$ cat src/rtl/uart_autobaud.sv
// -----------------------------------------------------------------------------
// uart_autobaud
//
// Auto-baud controller. On request, it measures one 0x55 calibration character
// (8N1) on the raw rx line and derives the clock divisor for the downstream
// baud tick generator. The divisor keeps its reset default until a measurement
// succeeds. A rejected measurement leaves the divisor and the lock flag as they
// were.
//
// Ports:
//   clk      in   clock
//   rst_n    in   asynchronous active-low reset
//   rx       in   raw serial line (asynchronous to clk)
//   start    in   one-cycle measurement request (ignored unless idle)
//   div      out  current divisor (DIV_W bits)
//   half_div out  div >> 1
//   busy     out  measurement in progress
//   locked   out  div came from a successful measurement
//   done     out  one-cycle pulse when div updates
//   err      out  one-cycle pulse when a measurement is rejected
//
// Optional feature macro: UART_AUTOBAUD_TOL_CHECK_EN
//   When defined, every segment after the start bit must be within L0/4 of the
//   start-bit length L0. Any violation rejects the measurement.
//
// State table:
//   S_IDLE       | waiting for start
//   S_ARM        | counting IDLE_CYC consecutive high cycles on rx
//   S_WAIT_START | waiting for the falling edge of the start bit
//   S_MEASURE    | timing segments up to falling edge #5 (8 bit times)
//   S_STOP       | waiting for the rising edge into the stop bit
//   S_DONE       | divisor loaded, done pulse
//   S_ERR        | measurement rejected, err pulse
// -----------------------------------------------------------------------------
module uart_autobaud #(
    parameter int DIV_W    = 16,
    parameter int DEF_DIV  = 434,
    parameter int MIN_DIV  = 16,
    parameter int MAX_DIV  = 65535,
    parameter int IDLE_CYC = 64
) (
    input  logic             clk,
    input  logic             rst_n,
    input  logic             rx,
    input  logic             start,
    output logic [DIV_W-1:0] div,
    output logic [DIV_W-1:0] half_div,
    output logic             busy,
    output logic             locked,
    output logic             done,
    output logic             err
);

    localparam int CW = DIV_W + 4;
    localparam int IW = $clog2(IDLE_CYC + 1);
    localparam logic [CW-1:0] SEG_LIM   = CW'(2 * MAX_DIV);
    localparam logic [CW-1:0] T_LIM     = CW'(8 * MAX_DIV);
    localparam logic [CW-1:0] MIN_C     = CW'(MIN_DIV);
    localparam logic [IW-1:0] IDLE_LAST = IW'(IDLE_CYC - 1);

    typedef enum logic [2:0] {
        S_IDLE,
        S_ARM,
        S_WAIT_START,
        S_MEASURE,
        S_STOP,
        S_DONE,
        S_ERR
    } state_t;

    state_t state, state_nx;

    logic rx_s1, rx_sync, rx_prev;
    logic fall_q, rise_q, edge_q;

    logic [IW-1:0]    idle_cnt;
    logic [CW-1:0]    total, seg;
    logic [CW-1:0]    seg_len, t_meas, div_calc;
    logic [2:0]       edge_cnt;
    logic [DIV_W-1:0] cand;
    logic             timeout, tol_bad, load_div;

    // Synchronizer plus registered edge detector. The pin-to-flag latency is
    // the same for every edge, so measured intervals are exact.
    always_ff @(posedge clk or negedge rst_n) begin
        if (!rst_n) begin
            rx_s1   <= 1'b1;
            rx_sync <= 1'b1;
            rx_prev <= 1'b1;
            fall_q  <= 1'b0;
            rise_q  <= 1'b0;
        end else begin
            rx_s1   <= rx;
            rx_sync <= rx_s1;
            rx_prev <= rx_sync;
            fall_q  <= rx_prev & ~rx_sync;
            rise_q  <= ~rx_prev & rx_sync;
        end
    end

    assign edge_q = fall_q | rise_q;

    // The registers hold (cycles since the last event - 1). The +1 terms give
    // the interval that ends in the current cycle.
    assign seg_len  = seg + CW'(1);
    assign t_meas   = total + CW'(1);
    assign div_calc = (t_meas + CW'(4)) >> 3;
    assign timeout  = seg_len > SEG_LIM;

`ifdef UART_AUTOBAUD_TOL_CHECK_EN
    logic [CW-1:0] l0, seg_diff;
    logic          first_seg;

    assign first_seg = (state == S_MEASURE) && (edge_cnt == 3'd0);
    assign seg_diff  = (seg_len >= l0) ? (seg_len - l0) : (l0 - seg_len);
    assign tol_bad   = !first_seg && (seg_diff > (l0 >> 2));

    always_ff @(posedge clk or negedge rst_n) begin
        if (!rst_n) begin
            l0 <= '0;
        end else if (first_seg && edge_q) begin
            l0 <= seg_len;
        end
    end
`else
    assign tol_bad = 1'b0;
`endif

    always_ff @(posedge clk or negedge rst_n) begin
        if (!rst_n) begin
            state <= S_IDLE;
        end else begin
            state <= state_nx;
        end
    end

    always_comb begin
        state_nx = state;
        busy     = 1'b0;
        done     = 1'b0;
        err      = 1'b0;
        load_div = 1'b0;
        case (state)
            S_IDLE: begin
                if (start) state_nx = S_ARM;
            end
            S_ARM: begin
                busy = 1'b1;
                if (rx_sync && (idle_cnt == IDLE_LAST)) state_nx = S_WAIT_START;
            end
            S_WAIT_START: begin
                busy = 1'b1;
                if (fall_q) state_nx = S_MEASURE;
            end
            S_MEASURE: begin
                busy = 1'b1;
                // Timeout takes priority over an edge in the same cycle.
                if (timeout) begin
                    state_nx = S_ERR;
                end else if (edge_q) begin
                    if (tol_bad) begin
                        state_nx = S_ERR;
                    end else if (edge_cnt == 3'd7) begin
                        if ((div_calc < MIN_C) || (t_meas > T_LIM)) state_nx = S_ERR;
                        else                                        state_nx = S_STOP;
                    end
                end
            end
            S_STOP: begin
                busy = 1'b1;
                if (timeout) begin
                    state_nx = S_ERR;
                end else if (rise_q) begin
                    if (tol_bad) begin
                        state_nx = S_ERR;
                    end else begin
                        state_nx = S_DONE;
                        load_div = 1'b1;
                    end
                end
            end
            S_DONE: begin
                done     = 1'b1;
                state_nx = S_IDLE;
            end
            S_ERR: begin
                err      = 1'b1;
                state_nx = S_IDLE;
            end
            default: state_nx = S_IDLE;
        endcase
    end

    // Total stops counting at falling edge #5, so it cannot wrap. Each segment
    // is bounded by the timeout.
    always_ff @(posedge clk or negedge rst_n) begin
        if (!rst_n) begin
            idle_cnt <= '0;
            total    <= '0;
            seg      <= '0;
            edge_cnt <= '0;
            cand     <= '0;
        end else begin
            if ((state == S_ARM) && rx_sync) idle_cnt <= idle_cnt + IW'(1);
            else                             idle_cnt <= '0;

            case (state)
                S_WAIT_START: begin
                    total    <= '0;
                    seg      <= '0;
                    edge_cnt <= '0;
                end
                S_MEASURE: begin
                    total <= t_meas;
                    seg   <= edge_q ? '0 : seg_len;
                    if (edge_q) begin
                        edge_cnt <= edge_cnt + 3'd1;
                        if (edge_cnt == 3'd7) cand <= div_calc[DIV_W-1:0];
                    end
                end
                S_STOP: begin
                    seg <= edge_q ? '0 : seg_len;
                end
                default: ;
            endcase
        end
    end

    always_ff @(posedge clk or negedge rst_n) begin
        if (!rst_n) begin
            div    <= DIV_W'(DEF_DIV);
            locked <= 1'b0;
        end else if (load_div) begin
            div    <= cand;
            locked <= 1'b1;
        end
    end

    assign half_div = div >> 1;

endmodule

$ cat config.mk
export PLATFORM = sky130hd
export DESIGN_NAME = uart_autobaud
export DESIGN_NICKNAME = d
export VERILOG_FILES = /design/src/rtl/uart_autobaud.sv
export SDC_FILE = /design/constraint.sdc
export NUM_CORES = 1
export LEC_CHECK = 0
export ABC_CLOCK_PERIOD_IN_PS = 2500
export BUFFER_PORTS_ARGS = -buffer_cell sky130_fd_sc_hd__buf_4
export CAP_MARGIN = 5
export CELL_PAD_IN_SITES_DETAIL_PLACEMENT = 0
export CELL_PAD_IN_SITES_GLOBAL_PLACEMENT = 1
export CORE_MARGIN = 2
export CORE_UTILIZATION = 42
export CTS_CLUSTER_DIAMETER = 80
export DETAILED_ROUTE_END_ITERATION = 8
export PLACE_DENSITY = 0.78
export SKIP_CTS_REPAIR_TIMING = 1
export SLEW_MARGIN = 20
export SYNTH_ARGS = -nofsm -noshare
export SYNTH_HDL_FRONTEND = slang
export SYNTH_SLANG_ARGS = --single-unit
$ cat constraint.sdc
create_clock -name clk -period 2.5 [get_ports clk]
set_input_delay 0 -clock clk [delete_from_list [all_inputs] [get_ports clk]]
set_output_delay 0 -clock clk [all_outputs]
set_load 0.05 [all_outputs]
==> results of run 1 <==
==> cells by family after synthesis <==
logic type               after synthesis  share of synthesized area [%]
AO/OA/AOI/OAI                        149                           17.5
XOR/XNOR                              33                           5.32
adder cells (fa/ha/maj)                9                           2.02
buffers and inverters                 67                           6.22
flip-flops                            91                           41.1
multiplexers                          26                           5.21
other                                  1                         0.0673
AND/OR/NAND/NOR                      244                           22.6
==> through the flow <==
step | std cells | instance area (µm²) | setup WS (ns) | hold WS, ns | total power [mW]
final | 918 | 7320 | -0.115 | 0.201 | 3.39
after global routing | 918 | 7320 | -0.254 | 0.245 | 3.53
after CTS | 908 | 7030 | -0.289 | -0.321 | 3.38
after detailed placement | 892 | 6730 | -0.246 | 0.0501 | 1.97
after global placement | 892 | 6730 | -0.155 | 0.0395 | 1.96
after floorplan | 620 | 5660 | -0.00115 | -0.296 | 1.82
==> power by group through the flow <==
| stage | combinational, mW | sequential (mW) | clock (mW) |
|---|---|---|---|
| floorplan | 0.251 | 1.57 | 0 |
| global placement | 0.406 | 1.56 | 0 |
| detailed placement | 0.413 | 1.56 | 0 |
| CTS | 0.414 | 1.53 | 1.43 |
| global route | 0.501 | 1.54 | 1.49 |
| finish | 0.448 | 1.54 | 1.40 |
==> final cells by class <==
type / instances / area (µm²)
multi-input cells: 463 / 3210
repair buffers: 162 / 1260
clock inverters: 6 / 62.6
inverters: 10 / 37.5
clock buffers: 10 / 239
fillers: 1153 / 5760
well taps: 176 / 220
flip-flops and latches: 91 / 2290
==> critical path, cell delays in order, from the launching register on <==
cell and delay, ns:
dfrtp_2 0.41, ha_4 0.19, a21bo_2 0.28, o22ai_1 0.16, a31oi_2 0.21, buf_4 0.21
nor4_4 0.28, mux2_1 0.18, o211ai_1 0.07, or4_1 0.41, o21ai_1 0.14
==> synthesized netlist by cell type (all sizes together) (10+ instances only) <==
master	number	area, µm²
xnor2	24	210
nand4	14	103
nand2	94	353
inv	10	37.5
nor2	39	149
a21oi	19	95.1
mux2	24	270
dfrtp	83	2080
o31ai	14	105
clkbuf	24	91.3
a31oi	11	68.8
nor3	16	100
nand3	21	118
o21ai	53	265
buf	33	218
==> sequential cells by signal (all words and copies together) (netlist names) <==
name      flops
edge_cnt      3
locked        1
rx_prev       1
idle_cnt      7
state         3
div          16
cand         16
rise_q        1
fall_q        1
rx_sync       1
seg          20
rx_s1         1
total        20
==> metal layers <==
metal	up-vias	wire, µm	global-route usage [%]
li1	2435	-	-
met1	2365	7090	29.9
met2	85	6460	31.9
met3	23	437	3.45
met4	0	352	9.15
met5	-	0	0
==> final timing paths <==
| check | startpoint | end | depth (start not counted) |
|---|---|---|---|
| max | total[0]$_DFFE_PN0P_ | state[1]$_DFFE_PN0P_ | 10 |
| min | rst_n | seg[14]$_DFFE_PN0P_ | 2 |
| max reg2reg | total[0]$_DFFE_PN0P_ | state[1]$_DFFE_PN0P_ | 10 |
| min reg2reg | rx_s1$_DFF_PN1_ | rx_sync$_DFF_PN1_ | 0 |
| max in group asynchronous | rst_n | div[1]$_DFFE_PN1P_ | 3 |
| min in group clk | rx | rx_s1$_DFF_PN1_ | 2 |
==> placed cells by master (no fill, tap or decap), types with 10 or more instances in the layout <==
master	netlist	layout
nor2_1	38	36
a21oi_1	19	16
nand2_1	94	93
buf_4	19	155
nand3_1	20	17
dfrtp_1	83	78
o31ai_1	14	14
nand4_1	13	13
o21ai_0	50	50
mux2_2	19	19
xnor2_1	24	22
inv_1	10	10
==> run metrics, run 1 <==
status=complete, but fails checks; failing checks=setup timing; Int Pwr=between 2 and 2.5 mW; Post-DP HPWL=just over 10000 µm; clk slew on worst S/H paths=0.07 ns; wire per inst=15.6 µm; clock power share=between 40% and 50%; Slew @ Worst Pin=0.770 ns; final core utilization=55.9%; CTS tree=done; first-pass GRT wire length=approximately 24000 µm; post-synthesis register bit count=91; row count=between 40 and 50; Net Sw Frac=26.8%; initial antenna violation count=0; Crit Path Class=flip-flop to flip-flop; Starting DRT DRC Count=381; Arrival @ worst endpoint=slightly below 3 ns; worst-skew pair later-pin latency=0.35 ns; n_diodes=0; Max VDD drop=0.297 mV; total wire length=14300 µm; Power Density=462 nW/µm²; Slew HR=48.6%; # port buffers=38; CTS H-tree depth=3; Worst setup SP type=flip-flop; Die Width=119 µm; top-level I/O count=40; register area share after synthesis=between 40% and 50%; crit path max fanout=6; Hold Path Class=input port to async pin; Synth async-reset ratio=100%; CP endpoint kind=flip-flop; f_max=0.382 GHz; RSZ-0062 raised after global routing=true; CORE AREA=13100 µm²; EDFF count, synth=0; die area=14200 µm²; Post-layout nets=750; Slew Limit Fails=0; Initial Utilization=42.6%; period utilization=105%; Setup Viol. Count Final=2; CTS sink count=91; Syn Inst Count=620; sequential share of power=45.5%; share of layout cells above drive strength 1=35.3%; post-synth net total=633; vias in the first global route=4867; largest net degree at the start of global routing=51; synth warn=0; Unique masters post-synth=73; Leakage Power=3.25 nW; synthesized cell area=5570 µm²; antenna-violating nets left=0; gr usage total=roughly a fifth; Num CTS Buffers=9; WP data required=2.77 ns; routed vias=just under 5000; Setup TNS Final=-0.166 ns; fin crit period=2.61 ns; ys flop type=dfrtp_1; Die H=119 µm; MaxCap Viol Count=0; Area growth, synth to finish=31.5%; combinational power share=roughly an eighth; R2R setup slack=-0.11 ns; Final Skew=approximately 0.01 ns; final setup margin=-0.115 ns; Clock Path Buffers=2; Fin. Hold Viols=0; Psw=909 µW; Final GP Congestion=0.917; vias per std cell=5.35; DR pass1 iterations=6; Mapped Avg Cell Area=8.98 µm²; grt ovf=0; DRC violations left=0; CTS root buffer=clkbuf_16
Note: power is estimated with default switching activity, not from simulation.
==> run 2: changes to the inputs <==
--- a/config.mk
+++ b/config.mk
@@ -10,6 +10,7 @@
 export CAP_MARGIN = 5
 export CELL_PAD_IN_SITES_DETAIL_PLACEMENT = 0
 export CELL_PAD_IN_SITES_GLOBAL_PLACEMENT = 1
+export CORE_ASPECT_RATIO = 1.4
 export CORE_MARGIN = 2
 export CORE_UTILIZATION = 42
 export CTS_CLUSTER_DIAMETER = 80
==> run 2 against run 1 <==
Compared with the run above:
- count of clock-buffer cells in the layout grew 3
- the run still ends with setup timing left
- combinational power grew 14%
- global-route usage grew 0.33 points
- cell count shrank 1.7%
- sequential power is essentially flat
- non-clock buffer count grew 7
- wire length grew 5.3%
- fmax shrank 2.7%
- core utilization grew 2.1 points
- final area grew 2.0%
- clock power is essentially flat
==> run metrics, run 2 (synthesized netlist as in run 1, its figures left out) <==
share of layout cells above drive strength 1=38.3%; Worst setup SP type=flip-flop; Fin. Hold Viols=0; failing checks=setup timing; status=complete, but fails checks; Slew HR=49.1%; Fill cells=between 1000 and 1500; critical path's slowest cell=dfrtp_2; Setup TNS Final=-0.219 ns; Initial Utilization=43.3%; Power, Total=3.43 mW; die area=14200 µm²; largest net degree at the start of global routing=56; sequential cell area=2290 µm²; multi-input logic area=3340 µm²; DRC violations left=0; Crit Path Class=flip-flop to flip-flop; antenna-violating nets left=0; Leakage Power=3.27 nW; crit path max fanout=6; RSZ-0062 raised after global routing=true; Setup WS pre-CTS=-0.340 ns; Worst Path Buf+Inv=1; total wire length=15100 µm; Setup Viol. Count Final=2; clk slew on worst S/H paths=0.06 ns; DR pass1 iterations=4; f_max=approximately 0.37 GHz; Hold Path Class=input port to async pin; vias in the first global route=4910; commonest non-fill, non-tap cells in the layout=buf_4, nand2_1, dfrtp_1; grt ovf=0; commonest non-fill, non-tap cell in the layout=buf_4; MaxCap Viol Count=0; Max VDD drop=0.331 mV; routed vias=5040; Largest regs=seg (20), total (20); CP endpoint kind=flip-flop; first-pass GRT wire length=23900 µm; CTS H-tree depth=3; Clock Path Buffers=2; # port buffers=38; fin crit period=2.69 ns; CTS tree=done; Area growth, synth to finish=34.1%; final setup margin=-0.188 ns; Final Skew=~0.0076 ns; Num CTS Buffers=9; initial antenna violation count=0; CTS sink count=just over 90; row count=49; Slew @ Worst Pin=~0.76 ns; CORE AREA=12900 µm²; Starting DRT DRC Count=223; CTS root buffer=clkbuf_16; top-level I/O count=40; Slew Limit Fails=0; Power Density=459 nW/µm²; worst-skew pair later-pin latency=~0.35 ns; period utilization=108%; gr usage total=21.4%; vias per std cell=5.59; Die H=140 µm; Final GP Congestion=0.943; n_diodes=0; cell chain of the critical path=ha_4 -> buf_4 -> nor4b_1 -> a31oi_2 -> nor4_1 -> xnor2_1 -> o211ai_1 -> or4_1 -> o21ai_1; cell family with most CP delay=simple AND/OR/NAND/NOR gates; Largest stage delay, worst path=approximately 0.46 ns; Arrival @ worst endpoint=2.96 ns; Post-layout nets=757; wire per inst=16.8 µm; Post-DP HPWL=10800 µm; WP data required=2.77 ns; Die Width=101 µm
-- run 2: cell types whose count changed in the layout (fill, tap and decap cells not counted), sizes merged --
| cell | change |
|---|---|
| clkbuf | +3 |
| clkinvlp | +2 |
| clkinv | -2 |
| inv | -2 |
| bufinv | -1 |
| buf | +7 |
-- run 2: area by class of cell --
class,count,area share [%]
Multi-Input combinational cell,463,44.7
Sequential cell,91,30.7
Timing Repair Buffer,169,17.5
Clock buffer,13,3.75
Tap cell,153,2.56
Inverter,10,0.503
Clock inverter,3,0.268
-- run 2: worst paths after layout --
path | to | slack [ns] | cells past startpoint | startpoint
setup / recovery | state[1]$_DFFE_PN0P_ | -0.19 | 9 | total[1]$_DFFE_PN0P_
hold / removal | div[15]$_DFFE_PN0P_ | 0.27 | 2 | rst_n
setup reg to reg | state[1]$_DFFE_PN0P_ | -0.19 | 9 | total[1]$_DFFE_PN0P_
hold reg to reg | rx_sync$_DFF_PN1_ | 0.36 | 0 | rx_s1$_DFF_PN1_
max in group asynchronous | div[8]$_DFFE_PN1P_ | 1.48 | 3 | rst_n
min in group clk | rx_s1$_DFF_PN1_ | 0.30 | 2 | rx
-- run 2: report_power, final --
part	switching, mW	internal [mW]	total, mW	leakage, nW
clock	0.588	0.782	1.37	0.144
sequential	0.0338	1.51	1.55	1.22
combinational	0.304	0.207	0.511	1.90
-- run 2: through the flow --
stage	utilization (%)	std cells	area, µm²	hold WS [ns]
after floorplan	-	620	5660	-0.296
after global placement	52.4	876	6750	0.108
after detailed placement	52.4	876	6750	0.109
after CTS	54.8	892	7050	-0.257
after global routing	58.0	902	7470	0.308
final	58.0	902	7470	0.268
-- run 2: per-layer routing --
layer  global-route usage, %  up-vias  wire length (µm)
met5                       0        -                 0
met4                    8.89        0               445
met3                    3.69       34               451
met2                    38.9      102              8050
met1                    24.3     2448              6160
li1                        -     2456                 -
==> run 3: changes to the inputs <==
--- a/config.mk
+++ b/config.mk
@@ -16,6 +16,7 @@
 export CTS_CLUSTER_DIAMETER = 80
 export DETAILED_ROUTE_END_ITERATION = 8
 export PLACE_DENSITY = 0.78
+export RECOVER_POWER = 100
 export SKIP_CTS_REPAIR_TIMING = 1
 export SLEW_MARGIN = 20
 export SYNTH_ARGS = -nofsm -noshare
==> run 3 against run 2 <==
Compared with the run above:
- the run still ends with setup timing left
- die area stayed put
- wire length is 0.14% lower
- critical path depth stayed put
- non-clock buffer count stayed put
- fmax is 0.65% lower
- clock skew hardly changed
- global-route usage stayed put
- final area is 2.3% lower
- count of clock-buffer cells in the layout stayed put
- first-iteration DRC count is 6.3% higher
- sequential power hardly changed
- via count is 0.81% higher
- critical endpoint unchanged
- highest routed layer unchanged
==> run metrics, run 3 (synthesized netlist as in run 1, its figures left out) <==
status=complete, but fails checks; failing checks=setup timing; worst-skew pair later-pin latency=0.35 ns; Reg2Reg Depth=9; wire per inst=around 17 µm; CTS root buffer=clkbuf_16; Slew @ Worst Pin=between 1 and 1.5 ns; f_max=0.370 GHz; first-pass GRT wire length=23900 µm; hold slack=0.307 ns; vias per std cell=5.63; post-route cell area=7300 µm²; Num CTS Buffers=9; Arrival @ worst endpoint=~3 ns; final core utilization=56.7%; commonest non-fill, non-tap cells in the layout=buf_4, nand2_1, dfrtp_1; CP Depth=9; Largest stage delay, worst path=0.46 ns; Final Skew=between 0.007 and 0.008 ns; CTS sink count=91; routed vias=5081; Post-DP HPWL=10800 µm; Net Sw Frac=27.0%; combinational power share=between 10 and 15%; sequential cell area=2290 µm²; vias in the first global route=4910; n_diodes=0; cell chain of the critical path=ha_4 -> buf_4 -> nor4b_1 -> a31oi_2 -> nor4_1 -> xnor2_1 -> o211ai_1 -> or4_1 -> o21ai_1; Crit Path Class=flip-flop to flip-flop; Worst setup SP type=flip-flop; antenna-violating nets left=0; Hold Path Class=input port to flip-flop; dpl cell area=6750 µm²; Post-layout nets=757; Starting DRT DRC Count=237; clock power share=40.2%; cell family with most CP delay=simple AND/OR/NAND/NOR gates; Int Pwr=2.49 mW; fin crit period=2.71 ns; CTS tree=done; Worst Path Buf+Inv=1; share of layout cells above drive strength 1=between 30 and 40%; Fin. Hold Viols=0; Area growth, synth to finish=31.0%; period utilization=108%; MaxCap Viol Count=0; Setup WS pre-CTS=-0.340 ns; total wire length=15100 µm; # port buffers=38; Setup Viol. Count Final=2; commonest non-fill, non-tap cell in the layout=buf_4; die area=between 10000 and 15000 µm²; clk slew on worst S/H paths=0.07 ns; Max VDD drop=0.330 mV; Slew HR=3.86%; DRC violations left=0; hold depth=2; Die Width=101 µm; gr usage total=21.4%; top-level I/O count=40; Die H=between 100 and 150 µm; Final GP Congestion=0.943; critical path's slowest cell=dfrtp_2; multi-input logic area=around 3300 µm²; Psw=921 µW; Power Density=467 nW/µm²; largest net degree at the start of global routing=56; Largest regs=seg (20), total (20); grt ovf=0; Clock Path Buffers=2; WP data required=2.78 ns; Fill cells=1189; CORE AREA=roughly 13000 µm²; CP endpoint kind=flip-flop; DR pass1 iterations=5; crit path max fanout=6; Setup TNS Final=-0.226 ns; initial antenna violation count=0; row count=49; final setup margin=-0.206 ns; Leakage Power=3.09 nW; RSZ-0062 raised after global routing=true; Initial Utilization=43.3%; sequential share of power=45.4%; Slew Limit Fails=0; CTS H-tree depth=3
## run 3: power by group through the flow
stage          combinational, mW  clock, mW  sequential [mW]
2_1_floorplan              0.251          0             1.57
3_3_place_gp               0.421          0             1.56
3_5_place_dp               0.432          0             1.56
4_1_cts                    0.434       1.39             1.54
5_1_grt                    0.557       1.45             1.55
6_report                   0.491       1.37             1.55
## run 3: through the flow
stage,total power [mW],std cells
final,3.41,902
after global routing,3.56,902
after CTS,3.36,892
after detailed placement,1.99,876
after global placement,1.98,876
after floorplan,1.82,620
## run 3: worst reg2reg max path, cell delays in order (launching register included)
cell	delay (ns)
dfrtp_2	0.46
ha_4	0.21
buf_4	0.13
nor4b_1	0.37
a31oi_2	0.16
nor4_1	0.46
xnor2_1	0.20
o211ai_1	0.11
or4_1	0.41
o21ai_1	0.12
## run 3: path summary, 6_finish.rpt
path	endpoint	slack (ns)	startpoint
max	state[1]$_DFFE_PN0P_	-0.21	total[1]$_DFFE_PN0P_
min	rx_s1$_DFF_PN1_	0.31	rx
max reg2reg	state[1]$_DFFE_PN0P_	-0.21	total[1]$_DFFE_PN0P_
min reg2reg	rx_sync$_DFF_PN1_	0.36	rx_s1$_DFF_PN1_
max in group asynchronous	total[1]$_DFFE_PN0P_	0.60	rst_n
min in group asynchronous	div[15]$_DFFE_PN0P_	0.53	rst_n
## run 3: per-layer routing
metal	GRT usage [%]	share of wire, %
met5	0	0
met4	8.89	3.2
met3	3.69	3.5
met2	38.9	53
met1	24.3	41
## run 3: final cells by class
class	instances	area share [%]
Clock buffer	13	3.84
Inverter	10	0.514
Tap cell	153	2.62
Timing Repair Buffer	169	15.6
Clock inverter	3	0.274
Multi-Input combinational cell	463	45.7
Sequential cell	91	31.4
